==> src/rtl/bp_be_issue_queue.sv <==
// Purpose: rollback-capable multi-lane instruction queue between the FE queue handshake and BE dispatch.
// Latency: an entry enqueued at edge t is visible on v_o/data_o after edge t (no same-cycle bypass).
// Backpressure: ready_o drops when issued-but-uncommitted plus unissued entries fill all slots; commits free them.
//
// Ports:
//   clk_i, reset_i          clock, asynchronous active-high reset
//   data_i, v_i, ready_o    enqueue side (enqueue when v_i & ready_o)
//   data_o, v_o             lanes_p oldest speculative entries, v_o thermometer-coded
//   yumi_cnt_i              lanes consumed (issued) this cycle
//   deq_cnt_i               oldest issued entries committed this cycle
//   roll_i                  replay: speculative pointer returns to the commit pointer
//   clr_i                   discard every entry
//   empty_o, full_o         no speculative entries / no free slot
//   credits_o               free slots
module bp_be_issue_queue #(
  parameter int data_width_p = 64,
  parameter int els_p        = 16,
  parameter int lanes_p      = 2
) (
  input  logic                              clk_i,
  input  logic                              reset_i,
  input  logic [data_width_p-1:0]           data_i,
  input  logic                              v_i,
  output logic                              ready_o,
  output logic [lanes_p*data_width_p-1:0]   data_o,
  output logic [lanes_p-1:0]                v_o,
  input  logic [$clog2(lanes_p+1)-1:0]      yumi_cnt_i,
  input  logic [$clog2(lanes_p+1)-1:0]      deq_cnt_i,
  input  logic                              roll_i,
  input  logic                              clr_i,
  output logic                              empty_o,
  output logic                              full_o,
  output logic [$clog2(els_p+1)-1:0]        credits_o
);

  localparam int idx_w  = $clog2(els_p);
  localparam int ptr_w  = idx_w + 1;
  localparam int cred_w = $clog2(els_p+1);

  // Pointers carry one extra wrap bit so full (distance els_p) and empty
  // (distance 0) are distinguishable; all differences are modulo 2*els_p.
  typedef logic [ptr_w-1:0] ptr_t;

  logic [data_width_p-1:0] mem [els_p];

  ptr_t wptr;
  ptr_t rptr;
  ptr_t cptr;
  ptr_t spec_occ;
  ptr_t tot_occ;
  ptr_t cptr_n;
  logic enq;

  // Status outputs depend on registered pointers only.
  assign spec_occ  = wptr - rptr;
  assign tot_occ   = wptr - cptr;
  assign full_o    = (tot_occ == ptr_t'(els_p));
  assign ready_o   = ~full_o;
  assign empty_o   = (spec_occ == '0);
  assign credits_o = cred_w'(els_p) - cred_w'(tot_occ);

  // A clear discards a same-cycle enqueue; inputs are ignored during reset.
  assign enq = v_i & ready_o & ~clr_i & ~reset_i;

  // Commit is applied before roll so a roll lands on the post-commit pointer.
  assign cptr_n = cptr + ptr_t'(deq_cnt_i);

  always_ff @(posedge clk_i or posedge reset_i) begin
    if (reset_i) begin
      wptr <= '0;
      rptr <= '0;
      cptr <= '0;
    end else if (clr_i) begin
      rptr <= wptr;
      cptr <= wptr;
    end else begin
      cptr <= cptr_n;
      if (roll_i) begin
        rptr <= cptr_n;
      end else begin
        rptr <= rptr + ptr_t'(yumi_cnt_i);
      end
      if (enq) begin
        wptr <= wptr + ptr_t'(1);
      end
    end
  end

  // Storage is not reset; stale contents are masked by v_o.
  always_ff @(posedge clk_i) begin
    if (enq) begin
      mem[wptr[idx_w-1:0]] <= data_i;
    end
  end

  // Lane k reads rptr+k; the idx_w-bit sum wraps around the array end.
  always_comb begin
    data_o = '0;
    v_o    = '0;
    for (int k = 0; k < lanes_p; k++) begin
      data_o[k*data_width_p +: data_width_p] = mem[rptr[idx_w-1:0] + idx_w'(k)];
      v_o[k] = (spec_occ > ptr_t'(k));
    end
  end

`ifndef SYNTHESIS
  // Issue may not exceed the valid lanes; a roll or clear overrides the issue count.
  a_yumi_legal: assert property (@(posedge clk_i) disable iff (reset_i)
    (!clr_i && !roll_i) |-> (ptr_t'(yumi_cnt_i) <= spec_occ && int'(yumi_cnt_i) <= lanes_p));

  // Commit may not pass the speculative pointer.
  a_deq_legal: assert property (@(posedge clk_i) disable iff (reset_i)
    (!clr_i) |-> (ptr_t'(deq_cnt_i) <= (rptr - cptr) && int'(deq_cnt_i) <= lanes_p));

  // cptr <= rptr <= wptr in wrap-aware distance.
  a_ptr_order: assert property (@(posedge clk_i) disable iff (reset_i)
    ((rptr - cptr) <= tot_occ) && (tot_occ <= ptr_t'(els_p)));
`endif

endmodule

==> config.mk <==
export PLATFORM = sky130hd
export DESIGN_NAME = bp_be_issue_queue
export DESIGN_NICKNAME = d
export VERILOG_FILES = /design/src/rtl/bp_be_issue_queue.sv
export SDC_FILE = /design/constraint.sdc
export NUM_CORES = 2
export LEC_CHECK = 0
export BUFFER_PORTS_ARGS = -buffer_cell sky130_fd_sc_hd__buf_2
export CAP_MARGIN = 20
export CORE_ASPECT_RATIO = 0.6
export CORE_MARGIN = 2
export CORE_UTILIZATION = 40
export DETAILED_ROUTE_END_ITERATION = 7
export GPL_ROUTABILITY_DRIVEN = 0
export PLACE_DENSITY = 0.66
export SETUP_SLACK_MARGIN = 0.2
export SLEW_MARGIN = 20
export SYNTH_ARGS = -nofsm -noshare
export SYNTH_HDL_FRONTEND = slang
export SYNTH_SLANG_ARGS = --single-unit
==> constraint.sdc <==
create_clock -name clk_i -period 9.05 [get_ports clk_i]
set_input_delay 1.81 -clock clk_i [delete_from_list [all_inputs] [get_ports clk_i]]
set_output_delay 1.81 -clock clk_i [all_outputs]
set_load 0.01 [all_outputs]
==> results.json <==
{
  "status": "finished clean",
  "postRouteAntennaNets": 0,
  "final_cell_mix": "1,024 x edfxtp_1, 512 x mux4_2, 256 x a22oi_1, 210 x buf_2, 140 x nand2_1",
  "clock_path_buffers": 3,
  "p_int_w": 0.0110,
  "syn_to_final_growth_pct": 12.7,
  "arrival_ns": 4.53,
  "pwr-share-comb_pct": 44.7,
  "final_common_cell": "edfxtp_1",
  "vias": 25700,
  "tightest_slew_ns": 1.18,
  "fin_skew_ns": 0.0194,
  "cts_resized": 0,
  "worstSkewPairLatency_ns": 0.66,
  "die_h_um": 270,
  "dp.cells": 3935,
  "crit_slowest_cell": "dfrtp_4",
  "critPathBufInv": 3,
  "pin_count": 211,
  "fin_cells": 4128,
  "final_hold_viol_count": 0,
  "initial_core_util_pct": 40.3,
  "grt_pass1_wl_mm": 189,
  "worstSetupStartpointType": "flip-flop",
  "grt_overflow": 0,
  "grt_max_degree": 150,
  "finish.utilization_pct": 45.4,
  "worstSetupEndpointType": "output pin",
  "relSlewSlack_pct": 21.6,
  "synth_flop_cell": "edfxtp_1",
  "clk_pin_slew_worst_paths_ns": 0.06,
  "antenna_found_initial": 19,
  "rows": 97,
  "fin_crit_sh_pct": 70.0,
  "drive_gt1_share_pct": 37.5,
  "synth_seq_cells": 1039,
  "final_area_sq_um": 53100,
  "dp_hpwl_mm": 72.4,
  "ir_worst_vdd_mv": 0.410,
  "post-route-drc-count": 0,
  "coreArea_sq_um": 117000,
  "powerDensity_nw_per_um2": 329,
  "crit_type": "flip-flop to output pin",
  "grt_use_total_pct": 21.4,
  "crit_top_cell": "buf_4",
  "drt-pass1-iter-count": 6,
  "critPathMaxStageDelay_ns": 0.93,
  "pwr-share-clk_pct": 23.1,
  "wl_per_cell_um": 31.5,
  "cp_top_family": "buffers and inverters",
  "power_switching_w": 0.00645,
  "max_freq_mhz": 158,
  "power_w": 0.0174,
  "cts_setup_buffers": 0,
  "die-area_sq_um": 121000,
  "htreeDepth": 3,
  "synth_seq_area_share_pct": 66.1,
  "hold_path_depth": 1,
  "holdCritPathClass": "flip-flop to flip-flop",
  "nets": 2551,
  "ys_warn_count": 0,
  "p_leak_nw": 16.9,
  "cts_made_buffers": 101,
  "final_max_slew_viol_count": 0,
  "root_buffer": "clkbuf_16",
  "clock_sinks": 1039,
  "avgViaCountPerCell": 6.22,
  "pwr-share-seq_pct": 32.2,
  "grt_pass1_vias": 26900,
  "syn_avg_cell_area_sq_um": 20.9,
  "synthCells": 2254,
  "finalSetupViolCount": 0,
  "fin_crit_ns": 6.34,
  "switching_share_pct": 37.0,
  "rsz0062_at_grt": "false",
  "dpl-instance-area_sq_um": 49900,
  "reg2reg_depth": 12,
  "drt-total-wl_mm": 130,
  "cap_violations": 0,
  "io_buffers": 210,
  "critPathRequiredTime_ns": 7.24,
  "cts_hold_buf": 0,
  "tns_ns": 0,
  "cp_max_fo": 43,
  "critical_path_depth": 6,
  "drtIter0Drc": 3137,
  "path_cells": "buf_4 > buf_4 > mux4_2 > a22oi_1 > nand2_1 > buf_2",
  "synth_nets": 2350,
  "yosysUniqueCellTypes": 38,
  "synth-edff-count": 1024,
  "cts_tree": "built",
  "synth-async-reset-ratio_pct": 1.44,
  "fp.dieW_um": 447,
  "syn_area_sq_um": 47100
}
[cell usage after synthesis, types with 2 or more instances]
| cell type | n | area share (%) |
|---|---|---|
| buf_2 | 89 | 0.95 |
| nor3_1 | 9 | 0.096 |
| nand2b_1 | 2 | 0.027 |
| mux4_2 | 512 | 24 |
| a21o_1 | 3 | 0.048 |
| nand3_1 | 4 | 0.043 |
| fa_1 | 4 | 0.17 |
| nor2b_1 | 2 | 0.027 |
| a31o_2 | 2 | 0.037 |
| nand2_1 | 140 | 1.1 |
| inv_1 | 18 | 0.14 |
| edfxtp_1 | 1024 | 65 |
| buf_4 | 14 | 0.22 |
| nor2_1 | 21 | 0.17 |
| a22oi_1 | 256 | 4.1 |
| buf_6 | 19 | 0.45 |
| xnor2_1 | 9 | 0.17 |
| xor2_1 | 9 | 0.17 |
| clkbuf_1 | 49 | 0.39 |
| o31ai_4 | 2 | 0.090 |
| a21oi_1 | 6 | 0.064 |
| mux2_2 | 3 | 0.072 |
| o21ai_0 | 9 | 0.096 |
| dfrtp_1 | 15 | 0.80 |
| mux2i_1 | 2 | 0.043 |
| ha_1 | 19 | 0.50 |
[area by class of cell]
type | instances | area (sq um)
clock buffer | 119 | 2620
fill | 9707 | 63700
antenna | 7 | 17.5
inverter | 20 | 77.6
timing repair buffer | 269 | 1620
multi-input combinational | 1024 | 15100
clock inverter | 66 | 497
tap | 1584 | 1980
sequential | 1039 | 31100
[per-layer routing]
metal	wire, um	vias to the layer above	track usage [%]	share of wire [%]
li1	-	10300	-	-
met1	53100	13800	30.4	41
met2	62500	1290	34.0	48
met3	10900	256	4.24	8.4
met4	3300	18	5.84	2.5
met5	109	-	0	0.084
[registers in the layout (all words and copies together), names as in the netlist]
| name | count |
|---|---|
| cptr | 5 |
| mem | 1024 |
| rptr | 5 |
| wptr | 5 |
[through the flow]
stage,setup slack (ns),hold slack (ns)
2_1_floorplan,1.53,0.529
3_3_place_gp,3.28,0.579
6_report,2.71,0.611
3_5_place_dp,3.27,0.589
5_1_grt,2.31,0.633
4_1_cts,2.55,0.602
[worst reg2reg max path, stage by stage, from the launching register on]
cell and delay, ns:
dfrtp_1 0.44, inv_1 0.16, ha_1 0.26, fa_1 0.47, ha_1 0.22, nand2_1 0.07, nor2_1 0.04, ha_1 0.26
nor4b_4 0.48, nand2_1 0.38, nor2_4 0.79, buf_4 0.61, buf_4 0.60
[path summary, 6_finish.rpt]
check	startpoint	endpoint	slack, ns
max	rptr[1]$_DFF_PP0_	data_o[39]	2.71
max in group asynchronous	reset_i	rptr[1]$_DFF_PP0_	7.38
min in group asynchronous	reset_i	cptr[0]$_DFF_PP0_	1.23
min reg2reg	wptr[4]$_DFFE_PP0P_	wptr[4]$_DFFE_PP0P_	0.61
min	wptr[4]$_DFFE_PP0P_	wptr[4]$_DFFE_PP0P_	0.61
max reg2reg	wptr[0]$_DFFE_PP0P_	mem[11][36]$_DFFE_PP_	3.88
[cells by family (layout without fill, tap and decap cells)]
group,Yosys count,in the layout,synth area share [%]
multiplexers,517,517,24.6
buffers and inverters,191,474,2.18
AND/OR/NAND/NOR,185,185,1.62
flip-flops,1039,1039,66.1
XOR/XNOR,19,19,0.393
adder cells (fa/ha/maj),23,23,0.675
AO/OA/AOI/OAI,280,280,4.45
other,0,7,0
[power by group through the flow]
| stage | sequential, W | clock [W] | combinational (W) |
|---|---|---|---|
| 6_report | 0.00562 | 0.00402 | 0.00780 |
| 5_1_grt | 0.00564 | 0.00429 | 0.00830 |
| 4_1_cts | 0.00562 | 0.00410 | 0.00788 |
| 3_5_place_dp | 0.00572 | 0 | 0.00784 |
| 3_3_place_gp | 0.00571 | 0 | 0.00777 |
| 2_1_floorplan | 0.00560 | 0 | 0.00528 |
(Power assumes the default switching activity.)
